**config.mk**
```make
export PLATFORM = sky130hd
export DESIGN_NAME = axi_wr_buffer
export DESIGN_NICKNAME = d
export VERILOG_FILES = /design/src/rtl/axi_wr_buffer.sv
export SDC_FILE = /design/constraint.sdc
export NUM_CORES = 1
export LEC_CHECK = 0
export ABC_AREA = 1
export CAP_MARGIN = 20
export CORE_AREA = 5 5 154 156
export CTS_BUF_LIST = sky130_fd_sc_hd__clkbuf_8
export CTS_CLUSTER_SIZE = 12
export DETAILED_ROUTE_END_ITERATION = 7
export DIE_AREA = 0 0 159 161
export PLACE_DENSITY = 0.75
export SLEW_MARGIN = 20
export SYNTH_ARGS = -nofsm -noshare
export SYNTH_HDL_FRONTEND = slang
export SYNTH_SLANG_ARGS = --single-unit
```
**constraint.sdc**
```tcl
create_clock -name i_clock -period 8.6 [get_ports i_clock]
set_input_delay 1.72 -clock i_clock [delete_from_list [all_inputs] [get_ports i_clock]]
set_output_delay 1.72 -clock i_clock [all_outputs]
set_load 0.1 [all_outputs]
```
**src/rtl/axi_wr_buffer.sv**
```systemverilog
// axi_wr_buffer: LSU store queue that drains one AXI4-Lite write (AW+W+B) at a time.
// Define AXI_WR_BUF_ERR_CAPTURE_EN to report non-OKAY responses on o_err / o_err_addr.
module axi_wr_buffer #(
    parameter int unsigned DEPTH = 4
) (
    input  logic        i_clock,
    input  logic        i_reset,
    input  logic        i_req_valid,
    output logic        o_req_ready,
    input  logic [31:0] i_req_addr,
    input  logic [31:0] i_req_data,
    input  logic [3:0]  i_req_wstrb,
    output logic [31:0] o_axi_awaddr,
    output logic        o_axi_awvalid,
    input  logic        i_axi_awready,
    output logic [31:0] o_axi_wdata,
    output logic [3:0]  o_axi_wstrb,
    output logic        o_axi_wvalid,
    input  logic        i_axi_wready,
    input  logic [1:0]  i_axi_bresp,
    input  logic        i_axi_bvalid,
    output logic        o_axi_bready,
    output logic        o_busy,
    output logic        o_err,
    output logic [31:0] o_err_addr
);
    localparam int unsigned PTR_W = $clog2(DEPTH);
    localparam logic [PTR_W:0] FULL_COUNT = (PTR_W + 1)'(DEPTH);

    localparam logic [1:0] ST_IDLE = 2'd0;
    localparam logic [1:0] ST_ADDR = 2'd1;
    localparam logic [1:0] ST_RESP = 2'd2;

    logic [31:0]      addr_mem [DEPTH];
    logic [31:0]      data_mem [DEPTH];
    logic [3:0]       strb_mem [DEPTH];
    logic [PTR_W-1:0] head;
    logic [PTR_W-1:0] tail;
    logic [PTR_W:0]   count;
    logic [1:0]       state;
    logic             aw_done;
    logic             w_done;
    logic             push;
    logic             pop;
    logic             aw_hs;
    logic             w_hs;

    assign o_req_ready   = count < FULL_COUNT;
    assign push          = i_req_valid && o_req_ready;
    assign pop           = i_axi_bvalid && o_axi_bready;
    assign o_axi_awvalid = (state == ST_ADDR) && !aw_done;
    assign o_axi_wvalid  = (state == ST_ADDR) && !w_done;
    assign o_axi_bready  = (state == ST_RESP);
    assign aw_hs         = o_axi_awvalid && i_axi_awready;
    assign w_hs          = o_axi_wvalid && i_axi_wready;
    assign o_axi_awaddr  = addr_mem[head];
    assign o_axi_wdata   = data_mem[head];
    assign o_axi_wstrb   = strb_mem[head];
    assign o_busy        = (count != '0) || (state != ST_IDLE);

    always_ff @(posedge i_clock) begin
        if (push) begin
            addr_mem[tail] <= i_req_addr;
            data_mem[tail] <= i_req_data;
            strb_mem[tail] <= i_req_wstrb;
        end
    end

    always_ff @(posedge i_clock) begin
        if (i_reset) begin
            head  <= '0;
            tail  <= '0;
            count <= '0;
        end else begin
            if (push) tail <= tail + PTR_W'(1);
            if (pop)  head <= head + PTR_W'(1);
            case ({push, pop})
                2'b10:   count <= count + (PTR_W + 1)'(1);
                2'b01:   count <= count - (PTR_W + 1)'(1);
                default: count <= count;
            endcase
        end
    end

    // Leave ADDR on the cycle the last outstanding handshake lands, not a cycle after its flag.
    always_ff @(posedge i_clock) begin
        if (i_reset) begin
            state   <= ST_IDLE;
            aw_done <= 1'b0;
            w_done  <= 1'b0;
        end else begin
            case (state)
                ST_IDLE: if (count != '0) state <= ST_ADDR;
                ST_ADDR: begin
                    if (aw_hs) aw_done <= 1'b1;
                    if (w_hs)  w_done  <= 1'b1;
                    if ((aw_done || aw_hs) && (w_done || w_hs)) state <= ST_RESP;
                end
                ST_RESP: begin
                    if (pop) begin
                        state   <= ST_IDLE;
                        aw_done <= 1'b0;
                        w_done  <= 1'b0;
                    end
                end
                default: state <= ST_IDLE;
            endcase
        end
    end

`ifdef AXI_WR_BUF_ERR_CAPTURE_EN
    logic [31:0] err_addr_q;

    assign o_err      = pop && (i_axi_bresp != 2'b00);
    assign o_err_addr = err_addr_q;

    always_ff @(posedge i_clock) begin
        if (i_reset)    err_addr_q <= '0;
        else if (o_err) err_addr_q <= o_axi_awaddr;
    end
`else
    logic unused_bresp;

    assign unused_bresp = ^i_axi_bresp;
    assign o_err        = 1'b0;
    assign o_err_addr   = '0;
`endif

endmodule
```
==> impl_metrics.json, run 1 <==
{
  "holdWs_ns": 0.478,
  "netlist.area_leader.share_pct": 74.6,
  "combPwrFrac_pct": 33.4,
  "wirelength_mm": 22.1,
  "cts.path.max_buffers": 3,
  "powerDensity_nw_per_um2": 309,
  "p_switching_uw": 1630,
  "synthSimpleGateAreaFrac_pct": 6.11,
  "muxShareOfSynthArea_pct": 0,
  "placedInstanceArea_um2": 12500,
  "setup_viol": 0,
  "arrival_ns": 4.06,
  "syn2layout_area_growth_pct": 21.5,
  "synth_fa_ha_area_share_pct": 0.754,
  "rsz0062_at_grt": "false",
  "avgViaCountPerCell": 5.31,
  "grt_pass1_wl_mm": 34.8,
  "slew_violations": 0,
  "p_leak_uw": 0.00457,
  "ys_top_cells_by_count": "272 x edfxtp_1, 148 x nor2_1, 140 x o21ai_0",
  "drtAntennaViolNets": 0,
  "clk_latency_ns": 0.53,
  "drc": 0,
  "postSynthAreaPerCell_um2": 14.1,
  "dp_cells": 1173,
  "numPortBuffers": 146,
  "synth_top_family_by_area": "compound AO/OA/AOI/OAI gates",
  "clkSlewWorstSetupHoldPaths_ns": 0.05,
  "cts_tree": "done",
  "grt_max_degree": 137,
  "synth_cell_types": 26,
  "cts_root_buf": "clkbuf_8",
  "fin_area_um2": 13300,
  "grt_overflow_total": 0,
  "grt_pass1_vias": 6681,
  "crit_family": "buffers and inverters",
  "layout.nets": 1017,
  "crit_type": "reg2out",
  "cts_setup_buffers": 0,
  "dieArea_um2": 25600,
  "clkPwrFrac_pct": 25.5,
  "gp_congestion": 0.730,
  "layoutNonFillerInstCount": 1250,
  "cts_sinks": 285,
  "timing.final.crit_share_pct": 67.2,
  "start_util_pct": 49.3,
  "hpwlAfterDp_mm": 12.0,
  "synth_xor_area_share_pct": 0.0800,
  "cts_resized": 0,
  "fmax_mhz": 173,
  "async_reset_ff_share_pct": 0,
  "via_count": 6642,
  "status": "finished clean",
  "cts_hold_buffers": 0,
  "ys_seq_area_share_pct": 77.0,
  "cts_made_buffers": 45,
  "diodes": 0,
  "yosys_warnings": 0,
  "fillers": 1738,
  "grt_use_total_pct": 16.9,
  "worstMarginPinSlew_ns": 1.04,
  "critical_path.startpoint_type": "flip-flop",
  "die_h_um": 161,
  "slew_headroom_pct": 30.1,
  "crit_buf_inv": 3,
  "ys.flop_type": "edfxtp_1",
  "period_needed_ns": 5.78,
  "synthTopCellsByArea": "edfxtp_1 75%, o21ai_0 6.4%, nor2_1 5.1%, o22ai_1 3.9%, dfxtp_1 2.4%",
  "max_stage_delay_ns": 0.99,
  "cap_violations": 0,
  "die_x_um": 159,
  "netlist_area_um2": 11000,
  "fin_worst_skew_ns": 0.0107,
  "post_drt_wl_per_cell_um": 17.7,
  "synthCells": 779,
  "swShare_pct": 39.6,
  "drt_iter0_drc": 374,
  "synth-compound-area-share_pct": 10.7,
  "power.internal_uw": 2480,
  "pin_count": 182,
  "vdd_drop_max_mv": 0.241,
  "antenna_found_initial": 1,
  "hold_path.class": "reg2reg",
  "crit_path_end_kind": "output pin",
  "rows": 55,
  "htree_levels": 2,
  "fin_setup_tns_ns": 0,
  "crit_chain": "buf_4 > inv_6 > o21ai_0 > o22ai_1 > clkdlybuf4s50_1",
  "synth_most_common_cell": "edfxtp_1",
  "slowest_stage": "clkdlybuf4s50_1",
  "synth_top_cell_by_area": "edfxtp_1",
  "synth_seq_cells": 285,
  "dr.pass1.iters": 4,
  "core_um2": 22200,
  "finalHoldViolCount": 0,
  "worstPathRequired_ns": 6.88,
  "crit_fanout": 136,
  "drive_above_1_share_pct": 7.56,
  "synth_edf_count": 272,
  "seqPwrFrac_pct": 41.1
}
## stage by stage
step	worst slack, ns	power (uW)	utilization (%)
finish	2.82	4110	59.8
global route	2.59	4280	59.8
CTS	2.84	4150	59.8
detailed placement	3.42	3100	56.1
global placement	3.47	3090	56.1
floorplan	3.30	2800	-
## cells in the final DEF (no fill, tap or decap)
cell,n
ha_1,5
o21ai_0,140
clkdlybuf4s50_1,146
dfxtp_2,1
nand4_1,1
clkbuf_8,47
clkinv_1,9
bufinv_16,2
nor3b_1,1
nand3b_1,1
dfxtp_4,1
nor2_1,144
a21oi_1,8
nor2_2,1
fa_1,1
inv_2,1
clkinvlp_4,2
inv_6,1
buf_4,7
nand2_1,16
o22ai_1,68
o21ai_1,2
nand3_1,3
clkinv_2,5
inv_1,30
xor2_1,1
conb_1,33
dfxtp_1,11
edfxtp_1,272
nor2_4,5
## final timing paths
path | end | cells after the start | start | slack (ns)
max | o_axi_wdata[15] | 5 | flip-flop | 2.82
min reg2reg | flip-flop | 1 | head[0]$_SDFFE_PP0P_ | 0.48
max reg2reg | data_mem[3][29]$_DFFE_PP_ | 4 | count[2]$_SDFFE_PP0P_ | 5.96
min | flip-flop | 1 | head[0]$_SDFFE_PP0P_ | 0.48
## per-layer routing
metal | track usage [%] | vias up | wire length (um)
li1 | - | 3134 | -
met2 | 28.5 | 258 | 10800
met3 | 5.13 | 46 | 1830
met1 | 21.1 | 3202 | 8980
met5 | 0 | - | 10
met4 | 5.08 | 2 | 439
## cell families after synthesis
kind of cell	count (synthesis)
fa+ha+maj	6
simple gates	172
flops	285
other cells	1
buf+inv	96
xor+xnor	1
compound gates	218
## power by group through the flow
stage / clock network (uW) / logic (uW) / registers (uW)
after floorplan: 0 / 1100 / 1700
after global placement: 0 / 1370 / 1720
after detailed placement: 0 / 1380 / 1720
after CTS: 1080 / 1380 / 1690
after global routing: 1150 / 1430 / 1700
final: 1050 / 1370 / 1690
## layout make-up
type	instances	area (um^2)	share of cell area [%]
well taps	285	357	2.68
flip-flops and latches	285	8430	63.4
inverters	20	80.1	0.602
clock inverters	30	179	1.35
repair buffers	153	1510	11.4
clock buffers	47	647	4.86
multi-input cells	430	2090	15.7
## sequential cells by signal (all words and copies together) (netlist names), named ones only
register	cells
addr_mem	128
data_mem	128
strb_mem	16
count	3
head	2
state	2
tail	2
aw_done	1
w_done	1
(Power assumes the default switching activity.)
==> inputs of run 2 (changes only) <==
- clock period: 8.6 -> 5.6 ns (I/O delays scaled with it)
==> impl_metrics.json, run 2 (synthesized netlist as in run 1, its figures left out) <==
{
  "status": "finished clean",
  "vdd_drop_max_mv": 0.401,
  "htree_levels": 2,
  "drc": 0,
  "fillers": 1718,
  "hpwlAfterDp_mm": 12.3,
  "post_drt_wl_per_cell_um": 17.5,
  "die_x_um": 159,
  "pre_cts_ws_ns": 1.30,
  "cts_tree": "done",
  "drtAntennaViolNets": 0,
  "drive_above_1_share_pct": 7.76,
  "period_needed_ns": 4.81,
  "final_cell_mix": "272 x edfxtp_1, 144 x nor2_1, 144 x clkdlybuf4s50_1",
  "critical_path.startpoint_type": "flip-flop",
  "numPortBuffers": 146,
  "start_util_pct": 49.3,
  "drt_iter0_drc": 392,
  "layout.nets": 1019,
  "rows": 55,
  "crit_path_end_kind": "output pin",
  "slew_violations": 0,
  "arrival_ns": 3.69,
  "cts_made_buffers": 43,
  "fin_util_pct": 60.1,
  "core_um2": 22200,
  "rsz0062_at_grt": "false",
  "hold_path.class": "reg2reg",
  "setup_ws_ns": 0.790,
  "grt_max_degree": 137,
  "cts_setup_buffers": 0,
  "grt_use_total_pct": 16.6,
  "clkSlewWorstSetupHoldPaths_ns": 0.06,
  "max_stage_delay_ns": 1.18,
  "diodes": 0,
  "p_leak_uw": 0.00458,
  "pin_count": 182,
  "cts_sinks": 285,
  "total_power_uw": 6270,
  "crit_type": "reg2out",
  "worstPathRequired_ns": 4.48,
  "gp_congestion": 0.730,
  "finalHoldViolCount": 0,
  "wirelength_mm": 21.9,
  "antenna_found_initial": 1,
  "via_count": 6507,
  "powerDensity_nw_per_um2": 470,
  "crit_fanout": 74,
  "grt_pass1_vias": 6546,
  "top_regs": "addr_mem: 128 flops, data_mem: 128 flops, strb_mem: 16 flops",
  "layout_commonest_cell": "edfxtp_1",
  "fin_worst_skew_ns": 0.0130,
  "setup_viol": 0,
  "timing.final.crit_share_pct": 85.9,
  "dieArea_um2": 25600,
  "grt_pass1_wl_mm": 34.0,
  "grt_overflow_total": 0,
  "cts.path.max_buffers": 3,
  "slew_headroom_pct": 29.6,
  "clk_latency_ns": 0.53,
  "cts_root_buf": "clkbuf_8",
  "crit_chain": "buf_4 > o21ai_0 > o22ai_1 > clkdlybuf4s50_1",
  "fmax_mhz": 208,
  "cap_violations": 0,
  "fin_setup_tns_ns": 0,
  "avgViaCountPerCell": 5.20,
  "die_h_um": 161,
  "dr.pass1.iters": 4,
  "syn2layout_area_growth_pct": 21.9,
  "cts_resized": 0,
  "worstMarginPinSlew_ns": 1.05,
  "slowest_stage": "clkdlybuf4s50_1",
  "cts_hold_buffers": 0
}
run 2: final cells by class:
type                       instances  area (um^2)  area share (%)
clock inverter                    31          183            1.37
timing repair buffer             157         1600            12.0
sequential                       285         8430            63.2
clock buffer                      44          606            4.54
tap                              285          357            2.67
multi-input combinational        430         2090            15.7
inverter                          20         80.1           0.600
run 2: critical path, delay by kind of cell, from the launching register on:
family                 cells  cell delay, ns
AO/OA/AOI/OAI              2            0.45
flip-flops                 1            0.82
buffers and inverters      2            1.83
run 2: metrics by stage:
step                cells  hold slack [ns]  area (um^2)
floorplan             811            0.444        11100
global placement     1175            0.456        12500
detailed placement   1176            0.455        12500
CTS                  1251            0.464        13300
global route         1252            0.521        13400
finish               1252            0.466        13400
run 2: final timing paths:
path | slack, ns | cells past startpoint | endpoint | startpoint
min | 0.47 | 1 | flip-flop | head[0]$_SDFFE_PP0P_
max | 0.79 | 4 | o_axi_awaddr[18] | flip-flop
min reg2reg | 0.47 | 1 | flip-flop | head[0]$_SDFFE_PP0P_
max reg2reg | 3.29 | 4 | addr_mem[1][26]$_DFFE_PP_ | count[2]$_SDFFE_PP0P_
run 2: layer usage:
layer / global-route usage (%) / vias to the layer above / routed length (um)
met5: 0 / - / 20
li1: - / 3138 / -
met1: 20.4 / 3114 / 9070
met4: 5.51 / 2 / 509
met2: 28.2 / 206 / 10700
met3: 4.87 / 47 / 1570
run 2: power breakdown:
part / leakage [uW] / switching [uW] / internal (uW) / total (uW)
logic: 0.00154 / 1680 / 439 / 2120
clock network: 0.000435 / 735 / 822 / 1560
registers: 0.00260 / 74.2 / 2520 / 2590
==> inputs of run 3 (changes only) <==
- HOLD_SLACK_MARGIN: not set -> 0.05
- SKIP_CTS_REPAIR_TIMING: not set -> 1
==> results of run 3 <==
Final layout, timing and power as in run 2 (identical DEF).
